`config.mk`:
```
export PLATFORM = sky130hd
export DESIGN_NAME = mc_controller
export DESIGN_NICKNAME = d
export VERILOG_FILES = /design/src/rtl/mips_defs.sv /design/src/rtl/insn_decode.sv /design/src/rtl/mc_controller.sv
export SDC_FILE = /design/constraint.sdc
export NUM_CORES = 1
export LEC_CHECK = 0
export ABC_AREA = 1
export CORE_MARGIN = 5
export CORE_UTILIZATION = 35
export CTS_BUF_LIST = sky130_fd_sc_hd__clkbuf_16
export CTS_CLUSTER_DIAMETER = 50
export DETAILED_ROUTE_END_ITERATION = 10
export PLACE_DENSITY = 0.79
export SYNTH_ARGS = -nofsm -noshare
export SYNTH_HDL_FRONTEND = slang
export SYNTH_HIERARCHICAL = 1
export SYNTH_SLANG_ARGS = --single-unit
```
`constraint.sdc`:
```
create_clock -name clk -period 2.22 [get_ports clk]
set_input_delay 0.444 -clock clk [delete_from_list [all_inputs] [get_ports clk]]
set_output_delay 0.444 -clock clk [all_outputs]
set_load 0.01 [all_outputs]
```
`src/rtl/mips_defs.sv`:
```
// Shared MIPS-lite encodings: opcodes, functs, datapath select codes,
// controller state encoding and the decoded instruction-class record.
package mips_defs;

    localparam logic [5:0] OP_RTYPE = 6'h00;
    localparam logic [5:0] OP_J     = 6'h02;
    localparam logic [5:0] OP_JAL   = 6'h03;
    localparam logic [5:0] OP_BEQ   = 6'h04;
    localparam logic [5:0] OP_ORI   = 6'h0D;
    localparam logic [5:0] OP_LUI   = 6'h0F;
    localparam logic [5:0] OP_LW    = 6'h23;
    localparam logic [5:0] OP_SW    = 6'h2B;

    localparam logic [5:0] FN_JR    = 6'h08;
    localparam logic [5:0] FN_ADDU  = 6'h21;
    localparam logic [5:0] FN_SUBU  = 6'h23;

    localparam logic [2:0] ALU_OR   = 3'b001;
    localparam logic [2:0] ALU_ADD  = 3'b010;
    localparam logic [2:0] ALU_SUB  = 3'b011;
    localparam logic [2:0] ALU_LUI  = 3'b111;

    localparam logic [1:0] PCS_PC4  = 2'b00;
    localparam logic [1:0] PCS_BR   = 2'b01;
    localparam logic [1:0] PCS_JMP  = 2'b10;
    localparam logic [1:0] PCS_RS   = 2'b11;

    localparam logic [1:0] RD_RT    = 2'b00;
    localparam logic [1:0] RD_RD    = 2'b01;
    localparam logic [1:0] RD_RA    = 2'b10;

    localparam logic [1:0] M2R_ALU  = 2'b00;
    localparam logic [1:0] M2R_LUI  = 2'b01;
    localparam logic [1:0] M2R_MDR  = 2'b10;
    localparam logic [1:0] M2R_PC   = 2'b11;

    typedef enum logic [2:0] {
        ST_FETCH  = 3'd0,
        ST_DECODE = 3'd1,
        ST_EXEC   = 3'd2,
        ST_MEM    = 3'd3,
        ST_WB     = 3'd4,
        ST_HALT   = 3'd7
    } state_t;

    typedef struct packed {
        logic addu;
        logic subu;
        logic ori;
        logic lui;
        logic lw;
        logic sw;
        logic beq;
        logic j;
        logic jal;
        logic jr;
        logic ill;
    } insn_t;

    // A zero timeout still needs a 1-bit counter to keep declarations legal.
    function automatic int unsigned cnt_width(input int unsigned t);
        return (t == 0) ? 1 : $clog2(t + 1);
    endfunction

endpackage

```
`src/rtl/insn_decode.sv`:
```
// Combinational Op/Func decode into a one-hot instruction class.
module insn_decode
    import mips_defs::*;
(
    input  logic [5:0] op_i,
    input  logic [5:0] func_i,
    output insn_t      insn_o
);

    always_comb begin
        insn_o = '0;
        case (op_i)
            OP_RTYPE: begin
                case (func_i)
                    FN_ADDU: insn_o.addu = 1'b1;
                    FN_SUBU: insn_o.subu = 1'b1;
                    FN_JR:   insn_o.jr   = 1'b1;
                    default: insn_o.ill  = 1'b1;
                endcase
            end
            OP_ORI:  insn_o.ori = 1'b1;
            OP_LUI:  insn_o.lui = 1'b1;
            OP_LW:   insn_o.lw  = 1'b1;
            OP_SW:   insn_o.sw  = 1'b1;
            OP_BEQ:  insn_o.beq = 1'b1;
            OP_J:    insn_o.j   = 1'b1;
            OP_JAL:  insn_o.jal = 1'b1;
            default: insn_o.ill = 1'b1;
        endcase
    end

endmodule

```
`src/rtl/mc_controller.sv`:
```
// Multi-cycle MIPS-lite control FSM: sequences fetch/decode/exec/mem/wb,
// waits on mem_ready with a timeout, and keeps sticky illegal/bus_err flags.
module mc_controller
    import mips_defs::*;
#(
    parameter int unsigned TIMEOUT_CYC = 15
) (
    input  logic       clk,
    input  logic       reset_n,
    input  logic [5:0] Op,
    input  logic [5:0] Func,
    input  logic       Zero,
    input  logic       mem_ready,
    output logic       IMemReq,
    output logic       MemRead,
    output logic       MemWrite,
    output logic       IRWrite,
    output logic       PCWrite,
    output logic [1:0] PCSrc,
    output logic       RegWrite,
    output logic [1:0] RegDst,
    output logic [1:0] MemToReg,
    output logic       ALUSrc,
    output logic       ExtOp,
    output logic [2:0] ALUCtrl,
    output logic [2:0] state,
    output logic       illegal,
    output logic       bus_err
);

    localparam int unsigned    CW     = cnt_width(TIMEOUT_CYC);
    localparam logic [CW-1:0]  TO_LIM = CW'(TIMEOUT_CYC);

    state_t          state_q, state_d;
    logic [CW-1:0]   cnt_q, cnt_d;
    logic            illegal_q, illegal_d;
    logic            bus_err_q, bus_err_d;
    logic            wait_to;
    logic            waiting;
    insn_t           insn;

    insn_decode u_dec (
        .op_i   (Op),
        .func_i (Func),
        .insn_o (insn)
    );

    assign wait_to = (TIMEOUT_CYC != 0) && (cnt_q == TO_LIM) && !mem_ready;

    always_comb begin
        state_d   = state_q;
        illegal_d = illegal_q;
        bus_err_d = bus_err_q;
        IMemReq   = 1'b0;
        MemRead   = 1'b0;
        MemWrite  = 1'b0;
        IRWrite   = 1'b0;
        PCWrite   = 1'b0;
        PCSrc     = PCS_PC4;
        RegWrite  = 1'b0;
        RegDst    = RD_RT;
        MemToReg  = M2R_ALU;
        ALUSrc    = 1'b0;
        ExtOp     = 1'b0;
        ALUCtrl   = 3'b000;

        case (state_q)
            ST_FETCH: begin
                IMemReq = 1'b1;
                if (mem_ready) begin
                    IRWrite = 1'b1;
                    PCWrite = 1'b1;
                    state_d = ST_DECODE;
                end else if (wait_to) begin
                    bus_err_d = 1'b1;
                    state_d   = ST_HALT;
                end
            end
            ST_DECODE: begin
                if (insn.ill) begin
                    illegal_d = 1'b1;
                    state_d   = ST_HALT;
                end else if (insn.j) begin
                    PCWrite = 1'b1;
                    PCSrc   = PCS_JMP;
                    state_d = ST_FETCH;
                end else if (insn.jal) begin
                    RegWrite = 1'b1;
                    RegDst   = RD_RA;
                    MemToReg = M2R_PC;
                    PCWrite  = 1'b1;
                    PCSrc    = PCS_JMP;
                    state_d  = ST_FETCH;
                end else if (insn.jr) begin
                    PCWrite = 1'b1;
                    PCSrc   = PCS_RS;
                    state_d = ST_FETCH;
                end else begin
                    state_d = ST_EXEC;
                end
            end
            ST_EXEC: begin
                ALUSrc = insn.lw | insn.sw | insn.ori | insn.lui;
                ExtOp  = insn.ori;
                if (insn.addu || insn.lw || insn.sw) ALUCtrl = ALU_ADD;
                else if (insn.subu || insn.beq)      ALUCtrl = ALU_SUB;
                else if (insn.ori)                   ALUCtrl = ALU_OR;
                else if (insn.lui)                   ALUCtrl = ALU_LUI;
                if (insn.beq) begin
                    PCWrite = Zero;
                    PCSrc   = Zero ? PCS_BR : PCS_PC4;
                    state_d = ST_FETCH;
                end else if (insn.lw || insn.sw) begin
                    state_d = ST_MEM;
                end else begin
                    state_d = ST_WB;
                end
            end
            ST_MEM: begin
                MemRead  = insn.lw;
                MemWrite = insn.sw;
                if (mem_ready) begin
                    state_d = insn.lw ? ST_WB : ST_FETCH;
                end else if (wait_to) begin
                    bus_err_d = 1'b1;
                    state_d   = ST_HALT;
                end
            end
            ST_WB: begin
                RegWrite = 1'b1;
                RegDst   = (insn.addu || insn.subu) ? RD_RD : RD_RT;
                MemToReg = insn.lui ? M2R_LUI : (insn.lw ? M2R_MDR : M2R_ALU);
                state_d  = ST_FETCH;
            end
            ST_HALT: state_d = ST_HALT;
            default: state_d = ST_HALT;
        endcase

        // Reset overrides everything so no request leaks out during the reset cycle.
        if (!reset_n) begin
            IMemReq  = 1'b0;
            MemRead  = 1'b0;
            MemWrite = 1'b0;
            IRWrite  = 1'b0;
            PCWrite  = 1'b0;
            PCSrc    = PCS_PC4;
            RegWrite = 1'b0;
            RegDst   = RD_RT;
            MemToReg = M2R_ALU;
            ALUSrc   = 1'b0;
            ExtOp    = 1'b0;
            ALUCtrl  = 3'b000;
        end
    end

    // Counter only runs while a request is outstanding and unchanged; any
    // completion, state change or fault returns it to zero.
    assign waiting = (state_q == ST_FETCH || state_q == ST_MEM) &&
                     (state_d == state_q) && !mem_ready && (TIMEOUT_CYC != 0);
    assign cnt_d   = waiting ? cnt_q + 1'b1 : '0;

    assign state   = reset_n ? state_q : 3'b000;
    assign illegal = reset_n & illegal_q;
    assign bus_err = reset_n & bus_err_q;

    always_ff @(posedge clk) begin
        if (!reset_n) begin
            state_q   <= ST_FETCH;
            cnt_q     <= '0;
            illegal_q <= 1'b0;
            bus_err_q <= 1'b0;
        end else begin
            state_q   <= state_d;
            cnt_q     <= cnt_d;
            illegal_q <= illegal_d;
            bus_err_q <= bus_err_d;
        end
    end

endmodule

```
==> flow_summary.ini, run 1 <==
[yosys]
synth-simple-area-share = 0.533
synthXorXnorAreaFrac = 0.0182
synthMuxAreaShare = 0
ys_top_cells_by_count = 41 x nor2_1, 34 x inv_1, 34 x nand2_1
synth_top_area_frac = 0.187
seq_area_frac_synth = 0.187
yosysMostFrequentCell = nor2_1
synthAdderAreaFrac = 0.0130
synth_top_cell_by_area = dfxtp_1
yosysWarnings = 6
synth_edf_count = 0
ys.flop_type = dfxtp_1
syn_inst = 181
synth_compound_area_frac = 0.0934
synth_seq_cells = 9
synth_top_family_by_area = simple AND/OR/NAND/NOR gates
async_flop_share = 0
yosys.cell_types.count = 26
syn_area_per_cell_um2 = 5.33
syn_nets = 198
netlist_top_cells_area = dfxtp_1 19%, nor2_1 16%, inv_1 13%
syn_area_um2 = 965

[grt]
grt_max_degree = 10
antenna_found_initial = 0
first_global_vias = 1296
grt_usage = 0.161
grt_pass1_wl_um = 5350
grt_overflow_total = 0

[worst_setup_path]
reg2reg_depth = 7
startpoint_type = primary input
endpoint_kind = output port
worstPathRequired_ns = 1.78
worstPathArrival_ns = 1.78
crit_type = in -> out
crit_fanout = 2

[drt]
ant_nets = 0
vias_per_cell = 4.80
drtIter0Drc = 65
num_vias = 1359
first_pass_iters = 4
wire_per_inst_um = 11.1
drc = 0
routed_wl_um = 3140

[die]
die-area_um2 = 3910
placementRows = 19
start_util = 0.356
io_pins = 38
die_y_um = 62.5
core_um2 = 2710
die_w_um = 62.5

[power_and_ir_drop]
clkPwrFrac = 0.271
p_comb_frac = 0.508
power_switching_uw = 477
p_int_uw = 691
totalPowerFinal_uw = 1170
p_seq_frac = 0.220
p_sw_frac = 0.408
p_leak_uw = 0.000943
vdd_drop_max_mv = 0.863
power.density_nw_per_um2 = 672

[clocking]
clk_latency_ns = 0.23
cts-root-buf = clkbuf_16
numClockSinks = 9
cts_tree = done
cts_max_level = 1
cts.clk_slew.worst_paths_ns = 0.04
cts_inserted_buffers = 3
clockBufferDepth = 2

[place]
port_buffers = 37
gp_congestion = 0.837
pre_cts_slack_ns = -0.810
hpwl_um = 2310

[sta]
hold_viol_final = 0
setup_violations = 1
fin_hold_ws_ns = 0.442
fin_worst_skew_ns = 0.00184
setup_slack_ns = -0.000244
rsz0062_at_grt = yes
fin_crit_sh = 1.00
max_slew_margin = 0.848
drv_slew = 0
max_freq_mhz = 450
tightest_slew_ns = 0.228
min_period_ns = 2.22

[flow_run]
drv_cap = 0

[cells_and_area]
final_nets = 270
diodes = 0
nFillCells = 250
drive_gt1_frac = 0.405
area_growth_pct = 80.0

[status]
status = finished with violations
violations = negative setup slack

[min_path]
hp-class = reg -> reg
whs_path_depth = 2
[final timing paths]
path | startpoint | end | slack [ns]
setup / recovery | Func[2] | MemToReg[0] | -0.0002
hold / removal | illegal_q | illegal_q | 0.44
setup reg to reg | state_q[2] | cnt_q[2] | 0.90
hold reg to reg | illegal_q | illegal_q | 0.44
[metal layers]
metal	global-route usage	part of all wire	up-vias
met5	0	0	-
met2	0.281	0.49	33
met1	0.188	0.45	612
met4	0.0424	0.0096	0
met3	0.0504	0.049	4
li1	-	-	710
[layout by cell type (no fill, tap or decap), types with 2 or more instances in the layout]
| cell type | Yosys | layout |
|---|---|---|
| clkbuf_16 | 0 | 3 |
| nand4_1 | 5 | 5 |
| nand2_1 | 34 | 31 |
| nand2_2 | 2 | 5 |
| nor2_1 | 41 | 26 |
| inv_1 | 34 | 31 |
| dlygate4sd2_1 | 0 | 12 |
| buf_2 | 0 | 10 |
| nor2_4 | 1 | 5 |
| nor2_2 | 4 | 15 |
| clkbuf_2 | 0 | 4 |
| o21ai_1 | 2 | 2 |
| a21oi_2 | 2 | 2 |
| dfxtp_1 | 9 | 9 |
| clkdlybuf4s15_1 | 0 | 4 |
| nand3_2 | 3 | 10 |
| a31oi_1 | 2 | 2 |
| inv_2 | 3 | 6 |
| nor3_1 | 10 | 10 |
| clkdlybuf4s50_1 | 0 | 3 |
| nand3_1 | 12 | 5 |
| a21oi_1 | 4 | 4 |
| buf_4 | 0 | 31 |
| buf_6 | 0 | 3 |
[timing repair]
action	in CTS	in global routing
gates cloned	0	0
resized for setup	98	35
hold buffers	0	0
setup buffers	0	2
endpoints found under the setup margin	25	14
pin swaps	16	19
[kinds of logic after synthesis]
group | after synthesis
AOI/OAI and AO/OA | 15
and+or+nand+nor | 114
buffers and inverters | 40
xor gates and xnor gates | 2
adders and majority gates | 1
DFF | 9
[power groups by stage]
stage	sequential (uW)	clock, uW	combinational, uW
floorplan	247	0	360
global placement	256	0	600
detailed placement	258	0	611
CTS	254	323	586
global route	265	339	670
finish	257	317	593
[sequential cells by signal (all words and copies together) (netlist names)]
signal	cells
cnt_q	4
state_q	3
bus_err_q	1
illegal_q	1
[worst max-delay path: stages]
cell           delay, ns
dlygate4sd2_1       0.26
nor2_2              0.12
nand4_1             0.13
nand4_1             0.11
nand2_2             0.08
nor2_2              0.09
nand3_2             0.11
a21oi_2             0.14
a21boi_2            0.16
buf_2               0.13
[layout make-up]
type	instances	area (um^2)	area share
clock buffer	3	75.1	0.0432
sequential	9	180	0.104
timing repair buffer	69	539	0.311
tap	31	38.8	0.0223
clock inverter	1	5.00	0.00288
inverter	38	143	0.0821
multi-input combinational	132	756	0.435
[per-stage QoR]
step | TNS [ns] | area [um^2] | std cells | utilization
after CTS | -0.0252 | 1660 | 281 | 0.611
final | -0.000244 | 1740 | 283 | 0.641
after detailed placement | -11.81 | 1600 | 277 | 0.592
after floorplan | 0 | 965 | 181 | -
after global placement | -11.30 | 1600 | 277 | 0.592
after global routing | -0.314 | 1740 | 283 | 0.641
Power figures use the tool's default switching activity.
==> inputs of run 2 (changes only) <==
- CORE_MARGIN: 5 -> not set
- SLEW_MARGIN: not set -> 20
==> flow_summary.ini, run 2 (synthesis results as in run 1) <==
[die]
die-area_um2 = 2970
die_w_um = 54.5
start_util = 0.379
placementRows = 18
io_pins = 38
core_um2 = 2540
die_y_um = 54.5

[sta]
rsz0062_at_grt = yes
max_slew_margin = 0.842
hold_viol_final = 0
setup_slack_ns = 0.00543
fin_worst_skew_ns = 0.00290
drv_slew = 0
setup_violations = 0
tightest_slew_ns = 0.237
fin_hold_ws_ns = 0.438
fin_crit_sh = 0.998
max_freq_mhz = 452
min_period_ns = 2.21

[drt]
wire_per_inst_um = 10.8
vias_per_cell = 4.74
ant_nets = 0
drc = 0
first_pass_iters = 4
num_vias = 1341
drtIter0Drc = 30
routed_wl_um = 3050

[cells_and_area]
nFillCells = 228
final_nets = 271
diodes = 0
largest_reg_flops = 4
top_register = cnt_q
fin_util = 0.675
drive_gt1_frac = 0.383
area_growth_pct = 78.0
top_regs = cnt_q (4), state_q (3)
mostFrequentLayoutCells = 33 x nand2_1, 33 x buf_4, 31 x inv_1, 28 x nor2_1, 13 x nor2_2

[worst_setup_path]
worstPathArrival_ns = 1.77
endpoint_kind = output port
worstSetupStartpoint = Op[5]
worstPathRequired_ns = 1.78
startpoint_type = primary input
crit_type = in -> out
crit_fanout = 6
r2r_start = state_q[2]

[clocking]
clk_latency_ns = 0.23
cts_tree = done
cts.clk_slew.worst_paths_ns = 0.04
cts_inserted_buffers = 3
hold_buffers = 0
clockBufferDepth = 2
cts_max_level = 1
cts-root-buf = clkbuf_16
numClockSinks = 9

[power_and_ir_drop]
p_leak_uw = 0.000941
vdd_drop_max_mv = 1.02
power_switching_uw = 490
totalPowerFinal_uw = 1200
p_comb_frac = 0.527
p_int_uw = 712
clkPwrFrac = 0.257
p_seq_frac = 0.216
power.density_nw_per_um2 = 700
p_sw_frac = 0.408

[place]
port_buffers = 37
hpwl_um = 2200
gp_congestion = 0.870
pre_cts_slack_ns = -0.797

[status]
status = complete, no violations

[grt]
antenna_found_initial = 0
grt_usage = 0.215
grt_overflow_total = 0
grt_pass1_wl_um = 4670
first_global_vias = 1137
grt_max_degree = 11

[min_path]
hp-class = reg -> reg
hp-start = illegal_q

[flow_run]
drv_cap = 0
run 2: critical path: stages:
cell and delay (ns):
buf_6 0.10, nor2_4 0.20, nand3_2 0.12, nand2_1 0.10, nor2_1 0.05, nand2_1 0.08
nand2_2 0.07, nor2_2 0.09, nand3_2 0.10, a21oi_2 0.14, a21boi_2 0.15, buf_2 0.13
run 2: final timing paths:
kind,to,slack [ns],cells after the start
max,MemToReg[0],0.005,12
min,illegal_q,0.44,2
max reg2reg,cnt_q[1],0.83,8
min reg2reg,illegal_q,0.44,2
run 2: routing by layer:
metal | GRT usage | part of all wire | vias to the layer above
li1 | - | - | 707
met1 | 0.268 | 0.47 | 591
met2 | 0.376 | 0.47 | 41
met3 | 0.0583 | 0.054 | 2
met4 | 0.0256 | 0.0062 | 0
met5 | 0 | 0 | -
run 2: metrics by stage:
stage / instance area [um^2] / instances / setup TNS, ns
2_1_floorplan: 965 / 181 / 0
3_3_place_gp: 1610 / 278 / -11.25
3_5_place_dp: 1610 / 278 / -11.74
4_1_cts: 1690 / 282 / -0.0670
5_1_grt: 1720 / 283 / -0.174
6_report: 1720 / 283 / 0
run 2: power by group through the flow:
stage | Combinational, uW | Sequential [uW] | Clock, uW
2_1_floorplan | 360 | 247 | 0
3_3_place_gp | 627 | 258 | 0
3_5_place_dp | 632 | 258 | 0
4_1_cts | 617 | 257 | 312
5_1_grt | 705 | 263 | 327
6_report | 634 | 259 | 309
run 2: repair_timing:
action,CTS,global route
cloned,0,0
endpoints found under the setup margin,25,14
buffers inserted,0,1
gates resized for setup,105,26
pin swaps,18,19
run 2: cell type report:
class / count / area, um^2 / area share
multi-input cells: 132 / 742 / 0.432
repair buffers: 70 / 536 / 0.312
flip-flops and latches: 9 / 180 / 0.105
inverters: 38 / 143 / 0.0831
clock buffers: 3 / 75.1 / 0.0437
well taps: 30 / 37.5 / 0.0219
clock inverters: 1 / 3.75 / 0.00219
==> inputs of run 3 (changes only) <==
- CELL_PAD_IN_SITES_DETAIL_PLACEMENT: not set -> 1
- CELL_PAD_IN_SITES_GLOBAL_PLACEMENT: not set -> 2
- CORE_UTILIZATION: 35 -> 19
- PLACE_DENSITY: 0.79 -> 0.91
- SYNTH_HIERARCHICAL: 1 -> not set
==> flow_summary.ini, run 3 <==
[status]
status = complete, no violations

[power_and_ir_drop]
p_comb_frac = 0.521
vdd_drop_max_mv = 0.346
p_seq_frac = 0.213
clkPwrFrac = 0.266
totalPowerFinal_uw = 1180
power.density_nw_per_um2 = 714
power_switching_uw = 490
p_leak_uw = 0.000925
p_int_uw = 692
p_sw_frac = 0.415

[grt]
grt_overflow_total = 0
grt_usage = 0.158
grt_max_degree = 9
first_global_vias = 1226
grt_pass1_wl_um = 5550
antenna_found_initial = 0

[worst_setup_path]
worstPathRequired_ns = 1.78
path_common_cell = buf_4
max_stage_delay_ns = 0.23
cp_cell_sequence = clkdlybuf4s15_1 > inv_2 > nand2_2 > nor3_4 > buf_4 > nand4_1 > buf_4 > o21ai_1 > buf_2
worstPathArrival_ns = 1.71
rrSetupSlack_ns = 0.82
endpoint_kind = output port
crit_fanout = 3
r2r_start = state_q[1]
crit_type = in -> out
cp_slowest_cell = clkdlybuf4s15_1
startpoint_type = primary input
worstSetupStartpoint = Op[5]

[drt]
drtIter0Drc = 25
vias_per_cell = 4.40
ant_nets = 0
first_pass_iters = 4
drc = 0
wire_per_inst_um = 12.3
num_vias = 1245
routed_wl_um = 3480

[cells_and_area]
design_area_um2 = 1660
area_growth_pct = 96.6
diodes = 0
top_regs = cnt_q (4), state_q (3)
final_common_cell = buf_4
drive_gt1_frac = 0.369
mostFrequentLayoutCells = 38 x buf_4, 28 x inv_1, 27 x nand2_1, 25 x nor2_1, 10 x nand3_1
top_register = cnt_q
largest_reg_flops = 4
final_nets = 251

[yosys]
yosysMostFrequentCell = nor2_1
seq_area_frac_synth = 0.214
ys_top_cells_by_count = 34 x nor2_1, 30 x inv_1, 28 x nand2_1
synth_top_area_frac = 0.214
netlist_top_cells_area = dfxtp_1 21%, nor2_1 15%, inv_1 13%
synth_top_cell_by_area = dfxtp_1
yosys.cell_types.count = 22
synth_seq_cells = 9
synth_edf_count = 0
syn_inst = 154
ys.flop_type = dfxtp_1
syn_area_per_cell_um2 = 5.47
yosysWarnings = 0
syn_nets = 171
syn_area_um2 = 842
async_flop_share = 0

[min_path]
hp-start = bus_err_q
hp-class = reg -> reg

[place]
gp_congestion = 0.784
port_buffers = 37
placed_area_um2 = 1440
pre_cts_slack_ns = -0.578
hpwl_um = 2590

[sta]
fin_worst_skew_ns = 0.00229
fin_crit_sh = 0.970
min_period_ns = 2.15
fin_hold_ws_ns = 0.450
fin_setup_tns_ns = 0
setup_violations = 0
setup_slack_ns = 0.0673
tightest_slew_ns = 0.292
drv_slew = 0
max_slew_margin = 0.803
hold_viol_final = 0
max_freq_mhz = 465

[clocking]
hold_buffers = 0
clk_latency_ns = 0.24
numClockSinks = 9
cts_tree = done
cts_inserted_buffers = 3
cts_max_level = 1
cts.clk_slew.worst_paths_ns = 0.04
clockBufferDepth = 2
cts-root-buf = clkbuf_16

[die]
start_util = 0.205
io_pins = 38
placementRows = 23
die_y_um = 68.6
die-area_um2 = 4700
core_um2 = 4120
die_w_um = 68.6

[flow_run]
drv_cap = 0
## run 3: layout make-up
cell class / instances / area [um^2]
Fill cell: 547 / 2460
Multi-Input combinational cell: 112 / 614
Clock inverter: 1 / 3.75
Clock buffer: 3 / 75.1
Tap cell: 50 / 62.6
Timing Repair Buffer: 76 / 599
Inverter: 32 / 120
Sequential cell: 9 / 180
## run 3: through the flow
step / utilization / std cells
3_5_place_dp: 0.350 / 263
2_1_floorplan: - / 154
3_3_place_gp: 0.350 / 263
5_1_grt: 0.402 / 283
6_report: 0.402 / 283
4_1_cts: 0.394 / 280
## run 3: power groups by stage
stage | clock [uW] | combinational, uW | sequential [uW]
floorplan | 0 | 336 | 238
global placement | 0 | 595 | 245
detailed placement | 0 | 607 | 246
CTS | 323 | 604 | 249
global route | 331 | 695 | 258
finish | 315 | 616 | 251
## run 3: logic make-up (layout without fill, tap and decap cells)
group,count (synthesis),in the layout,share of synthesized area
DFF,9,9,0.214
and+or+nand+nor,96,96,0.516
adders and majority gates,1,1,0.0149
xor gates and xnor gates,2,2,0.0208
buffers and inverters,33,112,0.152
AOI/OAI and AO/OA,13,13,0.0832
## run 3: what timing repair did
item | in CTS | in global routing
setup endpoints to repair | 18 | 16
pin swaps | 6 | 16
endpoints found under the hold margin | 0 | 0
buffers inserted | 13 | 3
resized for setup | 61 | 35
## run 3: per-layer routing
layer,share of wire,track usage,vias up
met1,0.47,0.208,577
met2,0.49,0.270,25
met4,0.0055,0.0234,0
met3,0.035,0.0313,3
li1,-,-,640
met5,0,0,-
## run 3: path summary, 6_finish.rpt
check             cells after the start     endpoint
hold reg to reg                       2    bus_err_q
setup reg to reg                      5     cnt_q[0]
hold / removal                        2    bus_err_q
setup / recovery                      9  MemToReg[1]
## run 3: worst max-delay path, delay by kind of cell
| kind | cells | cell delay [ns] |
|---|---|---|
| buf+inv | 5 | 0.80 |
| compound gates | 1 | 0.07 |
| simple gates | 3 | 0.39 |
